## src/rtl/mem_port_arbiter_if.sv

```systemverilog
// Bundle of the fetch, data and memory-side signals of the shared memory port.
// Handshake: a requester raises req with stable address/data and holds it until its
// rvalid pulse; gnt pulses for one cycle when its access is issued, and the memory
// side sees exactly one mem_en cycle per access with read data due MEM_LAT cycles later.
interface mem_port_arbiter_if #(
  parameter int AW = 32,
  parameter int DW = 32
);
  logic          if_req;
  logic [AW-1:0] if_addr;
  logic          if_gnt;
  logic          if_rvalid;
  logic [DW-1:0] if_rdata;
  logic          dm_req;
  logic          dm_we;
  logic [AW-1:0] dm_addr;
  logic [DW-1:0] dm_wdata;
  logic          dm_gnt;
  logic          dm_rvalid;
  logic [DW-1:0] dm_rdata;
  logic          mem_en;
  logic          mem_we;
  logic [AW-1:0] mem_addr;
  logic [DW-1:0] mem_wdata;
  logic [DW-1:0] mem_rdata;
  logic          stall_if;
  logic          stall_mem;
  logic          busy;

  modport slave (
    input  if_req, if_addr, dm_req, dm_we, dm_addr, dm_wdata, mem_rdata,
    output if_gnt, if_rvalid, if_rdata, dm_gnt, dm_rvalid, dm_rdata,
    output mem_en, mem_we, mem_addr, mem_wdata, stall_if, stall_mem, busy
  );

  modport master (
    output if_req, if_addr, dm_req, dm_we, dm_addr, dm_wdata, mem_rdata,
    input  if_gnt, if_rvalid, if_rdata, dm_gnt, dm_rvalid, dm_rdata,
    input  mem_en, mem_we, mem_addr, mem_wdata, stall_if, stall_mem, busy
  );
endinterface

```

## src/rtl/mem_port_arbiter.sv

```systemverilog
// Arbitrates the single-port unified memory between instruction fetch and data access,
// issuing one fixed-latency access at a time and returning data to the owning stage.
module mem_port_arbiter #(
  parameter int AW      = 32,
  parameter int DW      = 32,
  parameter int MEM_LAT = 2,
  parameter int DM_PRIO = 1
) (
  input logic              clk,
  input logic              rst,
  mem_port_arbiter_if.slave bus
);
  localparam logic [3:0] LAT      = 4'(MEM_LAT);
  localparam logic       DM_FIRST = (DM_PRIO != 0);

  typedef enum logic {IDLE = 1'b0, BUSY = 1'b1} state_t;

  state_t        state_q, state_d;
  logic [3:0]    cnt_q, cnt_d;
  logic          own_dm_q, own_dm_d;
  logic          we_q, we_d;
  logic          mem_en_q, mem_en_d;
  logic          mem_we_q, mem_we_d;
  logic [AW-1:0] addr_q, addr_d;
  logic [DW-1:0] wdata_q, wdata_d;
  logic          if_gnt_q, if_gnt_d;
  logic          dm_gnt_q, dm_gnt_d;
  logic          if_rv_q, if_rv_d;
  logic          dm_rv_q, dm_rv_d;
  logic [DW-1:0] if_rdata_q, if_rdata_d;
  logic [DW-1:0] dm_rdata_q, dm_rdata_d;
  logic          if_elig, dm_elig, pick_if, pick_dm;

  always_ff @(posedge clk or posedge rst) begin
    if (rst) begin
      state_q    <= IDLE;
      cnt_q      <= '0;
      own_dm_q   <= 1'b0;
      we_q       <= 1'b0;
      mem_en_q   <= 1'b0;
      mem_we_q   <= 1'b0;
      addr_q     <= '0;
      wdata_q    <= '0;
      if_gnt_q   <= 1'b0;
      dm_gnt_q   <= 1'b0;
      if_rv_q    <= 1'b0;
      dm_rv_q    <= 1'b0;
      if_rdata_q <= '0;
      dm_rdata_q <= '0;
    end else begin
      state_q    <= state_d;
      cnt_q      <= cnt_d;
      own_dm_q   <= own_dm_d;
      we_q       <= we_d;
      mem_en_q   <= mem_en_d;
      mem_we_q   <= mem_we_d;
      addr_q     <= addr_d;
      wdata_q    <= wdata_d;
      if_gnt_q   <= if_gnt_d;
      dm_gnt_q   <= dm_gnt_d;
      if_rv_q    <= if_rv_d;
      dm_rv_q    <= dm_rv_d;
      if_rdata_q <= if_rdata_d;
      dm_rdata_q <= dm_rdata_d;
    end
  end

  always_comb begin
    // A requester being answered this cycle is masked so the other side gets its turn.
    if_elig    = bus.if_req & ~if_rv_q;
    dm_elig    = bus.dm_req & ~dm_rv_q;
    pick_dm    = dm_elig & (~if_elig | DM_FIRST);
    pick_if    = if_elig & ~pick_dm;
    state_d    = state_q;
    cnt_d      = cnt_q;
    own_dm_d   = own_dm_q;
    we_d       = we_q;
    mem_en_d   = 1'b0;
    mem_we_d   = 1'b0;
    addr_d     = addr_q;
    wdata_d    = wdata_q;
    if_gnt_d   = 1'b0;
    dm_gnt_d   = 1'b0;
    if_rv_d    = 1'b0;
    dm_rv_d    = 1'b0;
    if_rdata_d = if_rdata_q;
    dm_rdata_d = dm_rdata_q;
    unique case (state_q)
      IDLE: begin
        if (pick_dm | pick_if) begin
          state_d  = BUSY;
          cnt_d    = LAT;
          own_dm_d = pick_dm;
          we_d     = pick_dm & bus.dm_we;
          addr_d   = pick_dm ? bus.dm_addr : bus.if_addr;
          wdata_d  = pick_dm ? bus.dm_wdata : wdata_q;
          mem_en_d = 1'b1;
          mem_we_d = pick_dm & bus.dm_we;
          if_gnt_d = pick_if;
          dm_gnt_d = pick_dm;
        end
      end
      BUSY: begin
        // cnt hits zero in the cycle mem_rdata is valid; the answer goes out next cycle.
        if (cnt_q == 4'd0) begin
          state_d = IDLE;
          if (own_dm_q) begin
            dm_rv_d    = 1'b1;
            dm_rdata_d = we_q ? '0 : bus.mem_rdata;
          end else begin
            if_rv_d    = 1'b1;
            if_rdata_d = bus.mem_rdata;
          end
        end else begin
          cnt_d = cnt_q - 4'd1;
        end
      end
      default: state_d = IDLE;
    endcase
  end

  assign bus.if_gnt    = if_gnt_q;
  assign bus.dm_gnt    = dm_gnt_q;
  assign bus.if_rvalid = if_rv_q;
  assign bus.dm_rvalid = dm_rv_q;
  assign bus.if_rdata  = if_rdata_q;
  assign bus.dm_rdata  = dm_rdata_q;
  assign bus.mem_en    = mem_en_q;
  assign bus.mem_we    = mem_we_q;
  assign bus.mem_addr  = addr_q;
  assign bus.mem_wdata = wdata_q;
  assign bus.stall_if  = bus.if_req & ~if_rv_q;
  assign bus.stall_mem = bus.dm_req & ~dm_rv_q;
  assign bus.busy      = (state_q == BUSY);
endmodule

```

## src/flat_wrapper.sv

```systemverilog
// flat-port wrapper written by rule: the top's interface ports become plain ports
module mem_port_arbiter_flat 
#(
  parameter int AW      = 32,
  parameter int DW      = 32,
  parameter int MEM_LAT = 2,
  parameter int DM_PRIO = 1
)
  (clk, rst, bus_if_req, bus_if_addr, bus_dm_req, bus_dm_we, bus_dm_addr, bus_dm_wdata, bus_mem_rdata, bus_if_gnt, bus_if_rvalid, bus_if_rdata, bus_dm_gnt, bus_dm_rvalid, bus_dm_rdata, bus_mem_en, bus_mem_we, bus_mem_addr, bus_mem_wdata, bus_stall_if, bus_stall_mem, bus_busy);
  mem_port_arbiter_if #(.AW(AW), .DW(DW)) bus_i ();
  input logic clk;
  input logic rst;
  input wire logic [$bits(bus_i.if_req)-1:0] bus_if_req;
  input wire logic [$bits(bus_i.if_addr)-1:0] bus_if_addr;
  input wire logic [$bits(bus_i.dm_req)-1:0] bus_dm_req;
  input wire logic [$bits(bus_i.dm_we)-1:0] bus_dm_we;
  input wire logic [$bits(bus_i.dm_addr)-1:0] bus_dm_addr;
  input wire logic [$bits(bus_i.dm_wdata)-1:0] bus_dm_wdata;
  input wire logic [$bits(bus_i.mem_rdata)-1:0] bus_mem_rdata;
  output wire logic [$bits(bus_i.if_gnt)-1:0] bus_if_gnt;
  output wire logic [$bits(bus_i.if_rvalid)-1:0] bus_if_rvalid;
  output wire logic [$bits(bus_i.if_rdata)-1:0] bus_if_rdata;
  output wire logic [$bits(bus_i.dm_gnt)-1:0] bus_dm_gnt;
  output wire logic [$bits(bus_i.dm_rvalid)-1:0] bus_dm_rvalid;
  output wire logic [$bits(bus_i.dm_rdata)-1:0] bus_dm_rdata;
  output wire logic [$bits(bus_i.mem_en)-1:0] bus_mem_en;
  output wire logic [$bits(bus_i.mem_we)-1:0] bus_mem_we;
  output wire logic [$bits(bus_i.mem_addr)-1:0] bus_mem_addr;
  output wire logic [$bits(bus_i.mem_wdata)-1:0] bus_mem_wdata;
  output wire logic [$bits(bus_i.stall_if)-1:0] bus_stall_if;
  output wire logic [$bits(bus_i.stall_mem)-1:0] bus_stall_mem;
  output wire logic [$bits(bus_i.busy)-1:0] bus_busy;
  assign bus_i.if_req = bus_if_req;
  assign bus_i.if_addr = bus_if_addr;
  assign bus_i.dm_req = bus_dm_req;
  assign bus_i.dm_we = bus_dm_we;
  assign bus_i.dm_addr = bus_dm_addr;
  assign bus_i.dm_wdata = bus_dm_wdata;
  assign bus_i.mem_rdata = bus_mem_rdata;
  assign bus_if_gnt = bus_i.if_gnt;
  assign bus_if_rvalid = bus_i.if_rvalid;
  assign bus_if_rdata = bus_i.if_rdata;
  assign bus_dm_gnt = bus_i.dm_gnt;
  assign bus_dm_rvalid = bus_i.dm_rvalid;
  assign bus_dm_rdata = bus_i.dm_rdata;
  assign bus_mem_en = bus_i.mem_en;
  assign bus_mem_we = bus_i.mem_we;
  assign bus_mem_addr = bus_i.mem_addr;
  assign bus_mem_wdata = bus_i.mem_wdata;
  assign bus_stall_if = bus_i.stall_if;
  assign bus_stall_mem = bus_i.stall_mem;
  assign bus_busy = bus_i.busy;
  mem_port_arbiter #(.AW(AW), .DW(DW), .MEM_LAT(MEM_LAT), .DM_PRIO(DM_PRIO)) u_core (.clk(clk), .rst(rst), .bus(bus_i));
endmodule
```

## config.mk

```make
export PLATFORM = sky130hd
export DESIGN_NAME = mem_port_arbiter_flat
export DESIGN_NICKNAME = d
export VERILOG_FILES = /design/src/rtl/mem_port_arbiter_if.sv /design/src/rtl/mem_port_arbiter.sv /design/src/flat_wrapper.sv
export SDC_FILE = /design/constraint.sdc
export NUM_CORES = 1
export LEC_CHECK = 0
export ABC_AREA = 1
export CAP_MARGIN = 20
export CORE_ASPECT_RATIO = 1.5
export CORE_MARGIN = 3
export CORE_UTILIZATION = 34
export CTS_BUF_LIST = sky130_fd_sc_hd__clkbuf_4 sky130_fd_sc_hd__clkbuf_8 sky130_fd_sc_hd__clkbuf_16
export DETAILED_ROUTE_END_ITERATION = 8
export HOLD_SLACK_MARGIN = 0.02
export PLACE_DENSITY = 0.68
export SYNTH_ARGS = -nofsm -noshare
export SYNTH_HDL_FRONTEND = slang
export SYNTH_SLANG_ARGS = --single-unit
```

## constraint.sdc

```tcl
create_clock -name clk -period 8.6 [get_ports clk]
set_input_delay 1.29 -clock clk [delete_from_list [all_inputs] [get_ports clk]]
set_output_delay 1.29 -clock clk [all_outputs]
set_load 0.02 [all_outputs]
```

**Word level (Yosys, flattened, before mapping)**

Index checks and enable logic that the tools add are counted.
W data, S select, Z words.

- $add $sub $neg: 1
- Equal/unequal tests: 2
- Mux-type cells: 21
- Bitwise operators: 10
- Reduce and logical (&&, ||, !) cells: 6

Operator list:

| kind | count |
|---|---|
| $mux W32 | 2 |
| $mux W1 | 15 |
| $reduce_and A3 Y1 | 3 |
| $mux W4 | 2 |
| $pmux W4 S2 | 1 |
| $not A1 Y1 | 5 |
| $and A1 B1 Y1 | 4 |
| $logic_not A4 Y1 | 1 |
| $reduce_and A2 Y1 | 2 |
| $sub A4 B1 Y4 const B | 1 |
| $ne A2 B1 Y1 const B | 1 |
| $ne A2 B2 Y1 const B | 1 |
| $pmux W1 S2 | 1 |
| $or A1 B1 Y1 | 1 |

- Flip-flop bits (word level): 141
- Output and inout bits: 137
- Logic and storage cells: 54

**Depth between registers and ports, before layout**

Gate-level depths: netlist of the first run.

- Depth after elaboration: 7
- Depth in mapped cells: 8

**Worst setup path after synthesis of the first run**

OpenSTA, ideal clock, no wires.

- Path type: input to output
- From: in bus_dm_req
- To: out bus_stall_mem
- Arrival time: 1.728 ns
- Path slack: 5.582 ns
- Stages on the path: 3
- Path through: nand2_2 -> inv_2 -> buf_2

- Word-level cells in the longest chain between the ends: 1

Ends and longest elaborated chain:

| item | line | text |
|---|---|---|
| start, declared | flat_wrapper.sv:15 | `input wire logic [$bits(bus_i.dm_req)-1:0] bus_dm_req;` |
| $and A1 B1 Y1 | mem_port_arbiter.sv:133 | `assign bus.stall_mem = bus.dm_req & ~dm_rv_q;` |
| end, declared | flat_wrapper.sv:31 | `output wire logic [$bits(bus_i.stall_mem)-1:0] bus_stall_mem;` |

No other way between the ends.

**Final worst setup path of the first run**

Ends and elaborated chain as after synthesis.

==> qor.txt, run 1 <==
input/output buffers = 269
pwr dens = 387 nW/µm²
fmax = 208 MHz
hold path cells = 2
Tmin final = 4.82 ns
Setup Fix Bufs, Post-CTS = 0
outcome = completed
Hold Crit Start = u_core.bus.mem_wdata[9]
wirelength, routed = 18.1 mm
Site Rows = 58
io pins = 270
sequential share of the synthesized area = 0.596
maximum number of pins on one net before global-route repair = 84
final worst setup slack = 3.78 ns
Mapped Nets = 841
Power Total = 3.62 mW
area delta synth->final = 58.1%
GRT Residual Overflow = 0
CTS root buf = clkbuf_16
start of the worst register-to-register path = u_core.bus.dm_rvalid
dpl cells = 1156
vias in the first global route = 5292
crit start category = primary input
GR Util All Layers = 0.193
hold crit path type = reg -> reg
final hold vios = 0
Max-cap violations = 0
Rel. slew slack = 0.493
Initial Util = 0.350
Vias = 5291
CTS tree = yes
Worst Setup SP = bus_dm_req
Worst R2R End = u_core.bus.mem_addr[29]
Layout Nets = 1100
CP Capture Type = output pin
Worst Path Required = 7.31 ns
Place WS = 3.76 ns
hold path endpoint = u_core.bus.mem_wdata[9]
Skew-Pair Late Insertion Delay = 0.42 ns
Mapped Avg Cell Area = 8.37 µm²
PostCTS Resize Cnt = 0
final hold slack = 0.474 ns
final antenna-violating net count = 0
instance area at placement = 8710 µm²
RSZ-0062 raised after global routing = no
setup TNS = 0 ns
critical path arrival = 3.53 ns
DRT Pass-1 Iters = 4
drt initial violations = 257
leak pwr = 4.65 nW
final count of negative-setup-slack endpoints = 0
FF-to-FF path depth = 7
Die Width = 114 µm
routability cong. = 0.817
Unique masters post-synth = 20
Worst-path clk slew = 0.07 ns
layout cells sized above 1 = 0.0716
initial antenna violation count = 2
DP HPWL = 12.5 mm
Remaining DRCs = 0
post-layout util = 0.553
YS warnings = 0
flop2flop setup slack = 5.76 ns
Worst VDD drop = 0.000191 V
die area = 19100 µm²
hold buffer count at cts = 0
Finished Layout Cells = 1190
Fin Clk Skew = 0.0149 ns
H-tree Lvls = 4
Num CTS Buffers = 17
Die Height = 168 µm
period utilization = 0.560
first-pass GRT wire length = 28.9 mm
vias per cell = 4.45
Finished Cell Area = 9360 µm²
synthesized area = 5920 µm²
number of buffers on the longest clock path = 2
WL/cell = 15.2 µm
Pins Over Slew Limit = 0
worst-margin pin slew = 0.760 ns
synthesized flop and latch total = 141
CP max FO = 35
CTS sink cnt = 141
CP Class = in -> out
Cells after Synth = 707
CORE AREA = 16900 µm²
## synthesized netlist by cell type
cell | instances | area share
nand2_1 | 464 | 0.29
dfrtp_1 | 141 | 0.60
o21ai_2 | 23 | 0.034
clkbuf_1 | 11 | 0.0070
inv_1 | 11 | 0.0070
o21ai_0 | 11 | 0.0093
buf_2 | 10 | 0.0085
buf_4 | 8 | 0.010
nand3_1 | 7 | 0.0059
buf_6 | 5 | 0.0095
inv_2 | 4 | 0.0025
nand2_2 | 3 | 0.0032
nor2_1 | 2 | 0.0013
a21oi_1 | 1 | 0.00084
ha_1 | 1 | 0.0021
nand2_4 | 1 | 0.0019
nand4_1 | 1 | 0.0011
nand4_2 | 1 | 0.0021
nor2_4 | 1 | 0.0019
xor2_1 | 1 | 0.0015
## state kept, by name, indices dropped and copies added (netlist names)
signal                flops
u_core.we_q               1
u_core.bus.if_rdata      32
u_core.bus.mem_addr      32
u_core.own_dm_q           1
u_core.bus.if_rvalid      1
u_core.bus.mem_wdata     32
u_core.bus.mem_we         1
u_core.bus.dm_rdata      32
u_core.bus.mem_en         1
u_core.bus.busy           1
u_core.bus.dm_rvalid      1
u_core.cnt_q              4
u_core.bus.if_gnt         1
u_core.bus.dm_gnt         1
## critical path, stage by stage
cell and delay (ns):
clkdlybuf4s50_1 0.47, nand2_2 0.38, inv_2 0.64, clkdlybuf4s50_1 0.72
## per-layer routing
| metal | track usage | wire length, µm |
|---|---|---|
| met1 | 0.229 | 7040 |
| met2 | 0.330 | 9430 |
| met3 | 0.0564 | 1150 |
| met4 | 0.0722 | 461 |
| met5 | 0 | 0 |
## layout by cell type (no fill, tap or decap), types with 3 or more instances in the layout
cell type        instances
dfrtp_1                141
clkinvlp_4               3
clkbuf_16               17
nand3_1                  7
nand2_1                464
o21ai_2                 23
bufinv_16                3
clkdlybuf4s50_1        269
nand2_2                  3
inv_2                    4
buf_4                    3
inv_1                   10
inv_6                    4
o21ai_0                 11
## kinds of logic after synthesis
logic type / synth area share
simple gates: 0.312
flops: 0.596
buf+inv: 0.0446
fa+ha+maj: 0.00211
xor+xnor: 0.00148
compound gates: 0.0442
## worst max-delay path by stage
stage          slack [ns]  depth (start not counted)               to
6_report             3.78                          4    bus_stall_mem
5_1_grt              3.61                          4    bus_stall_mem
4_1_cts              3.76                          4    bus_stall_mem
3_5_place_dp         3.76                          4    bus_stall_mem
3_3_place_gp         3.72                          4    bus_stall_mem
2_1_floorplan        3.53                          1  u_core.bus.busy
## power by group
group          switching [mW]  total (mW)  internal, mW  leakage (nW)
Clock                   0.293       0.767         0.474         0.292
Sequential              0.169        1.14         0.975          1.76
Combinational           0.957        1.71         0.754          2.60
## cell type report
| cell class | count | area (µm²) |
|---|---|---|
| fillers | 1530 | 7550 |
| flip-flops and latches | 141 | 3530 |
| repair buffers | 274 | 2760 |
| multi-input cells | 517 | 2130 |
| clock buffers | 19 | 453 |
| well taps | 210 | 263 |
| clock inverters | 12 | 161 |
| inverters | 15 | 61.3 |
| diodes | 2 | 5.00 |
(Power assumes the default switching activity.)
==> run 2, diff against run 1 <==
clock period = 4.6 ns   (was 8.6 ns; I/O delays follow)
==> qor.txt, run 2 (synthesis gave the netlist of run 1 again) <==
outcome = completed
first-pass GRT wire length = 28.7 mm
Logic pwr share = 0.475
CP Capture Type = output pin
Top delay family on crit path = buffers and inverters
power share of the sequential group = 0.319
PostCTS Resize Cnt = 0
Int Pwr = 4.04 mW
Critical path buffers and inverters = 3
drt initial violations = 254
final hold vios = 0
Place WS = 1.46 ns
Rel. slew slack = 0.440
Tmin final = 3.13 ns
CTS sink cnt = 141
Fin Clk Skew = 0.0172 ns
Setup Fix Bufs, Post-CTS = 0
hold crit path type = reg -> reg
pwr dens = 721 nW/µm²
maximum number of pins on one net before global-route repair = 93
Switch Pwr = 2.68 mW
hold buffer count at cts = 0
vias per cell = 4.51
Crit path largest cell delay = 0.65 ns
critical path arrival = 2.44 ns
Power Total = 6.72 mW
most common cell after layout, fill and taps aside = nand2_1
Clk pwr share = 0.206
leak pwr = 4.63 nW
Critical Path Most Common Cell = clkdlybuf4s50_1
period utilization = 0.681
Die Height = 168 µm
RSZ-0062 raised after global routing = no
crit start category = primary input
Skew-Pair Late Insertion Delay = 0.42 ns
initial antenna violation count = 2
worst-margin pin slew = 0.841 ns
H-tree Lvls = 4
Vias = 5378
CORE AREA = 16900 µm²
wirelength, routed = 18.4 mm
layout cells sized above 1 = 0.0735
slowest cell on the critical path = clkdlybuf4s50_1
post-layout util = 0.551
Die Width = 114 µm
Pins Over Slew Limit = 0
final count of negative-setup-slack endpoints = 0
setup TNS = 0 ns
Site Rows = 58
Worst VDD drop = 0.000329 V
area delta synth->final = 57.4%
Initial Util = 0.350
Sw Ratio = 0.399
input/output buffers = 269
GRT Residual Overflow = 0
die area = 19100 µm²
Max-cap violations = 0
Worst Path Required = 3.91 ns
fmax = 319 MHz
CTS root buf = clkbuf_16
WL/cell = 15.4 µm
final worst setup slack = 1.47 ns
GR Util All Layers = 0.193
DRT Pass-1 Iters = 4
io pins = 270
commonest cells after routing, fill and taps aside = nand2_1 (464), clkdlybuf4s50_1 (269), dfrtp_1 (141)
CP Class = in -> out
routability cong. = 0.800
number of buffers on the longest clock path = 2
Num CTS Buffers = 17
final antenna-violating net count = 0
Layout Nets = 1101
CP max FO = 34
crit path cell chain = clkdlybuf4s50_1, nand2_2, inv_2, clkdlybuf4s50_1
Remaining DRCs = 0
CTS tree = yes
vias in the first global route = 5282
Worst-path clk slew = 0.06 ns
DP HPWL = 12.8 mm
==> run 2: worst paths after layout <==
check | from | end | slack (ns) | cells after the start
hold reg to reg | u_core.bus.mem_addr[30] | u_core.bus.mem_addr[30] | 0.48 | 2
hold / removal | u_core.bus.mem_addr[30] | u_core.bus.mem_addr[30] | 0.48 | 2
setup / recovery | bus_dm_req | bus_stall_mem | 1.47 | 4
setup reg to reg | u_core.bus.dm_rvalid | u_core.we_q | 2.29 | 6
min in group asynchronous | rst | u_core.bus.if_rdata[3] | 0.83 | 2
max in group asynchronous | rst | u_core.bus.mem_addr[12] | 2.89 | 3
==> run 2: final cells by class <==
cell class / count / area [µm²]
fillers: 1582 / 7590
flip-flops and latches: 141 / 3530
repair buffers: 275 / 2740
multi-input cells: 517 / 2130
clock buffers: 18 / 433
well taps: 210 / 263
clock inverters: 14 / 161
inverters: 15 / 61.3
diodes: 2 / 5.00
==> run 2: stage by stage <==
stage                     area [µm²]  cells  hold WS (ns)
after global routing            9320   1192         0.494
final                           9320   1192         0.475
after global placement          8720   1158         0.461
after floorplan                 5920    707         0.471
after CTS                       9310   1190         0.480
after detailed placement        8720   1158         0.464
==> run 2: worst min-delay path, stage by stage, from the launching register on <==
cell	delay [ns]
dfrtp_1	0.34
nand2_1	0.05
nand2_1	0.05
==> run 2: layer usage <==
| layer | up-vias | GRT usage | routed length (µm) |
|---|---|---|---|
| li1 | 2681 | - | - |
| met1 | 2488 | 0.224 | 7270 |
| met2 | 174 | 0.328 | 9470 |
| met3 | 35 | 0.0492 | 1040 |
| met4 | 0 | 0.0915 | 582 |
| met5 | - | 0 | 0 |
==> run 2: power by group through the flow <==
stage	clock, mW	combinational (mW)	sequential [mW]
finish	1.38	3.19	2.15
detailed placement	0	3.24	2.15
CTS	1.41	3.24	2.15
global placement	0	3.21	2.14
floorplan	0	1.01	2.82
global route	1.48	3.45	2.22
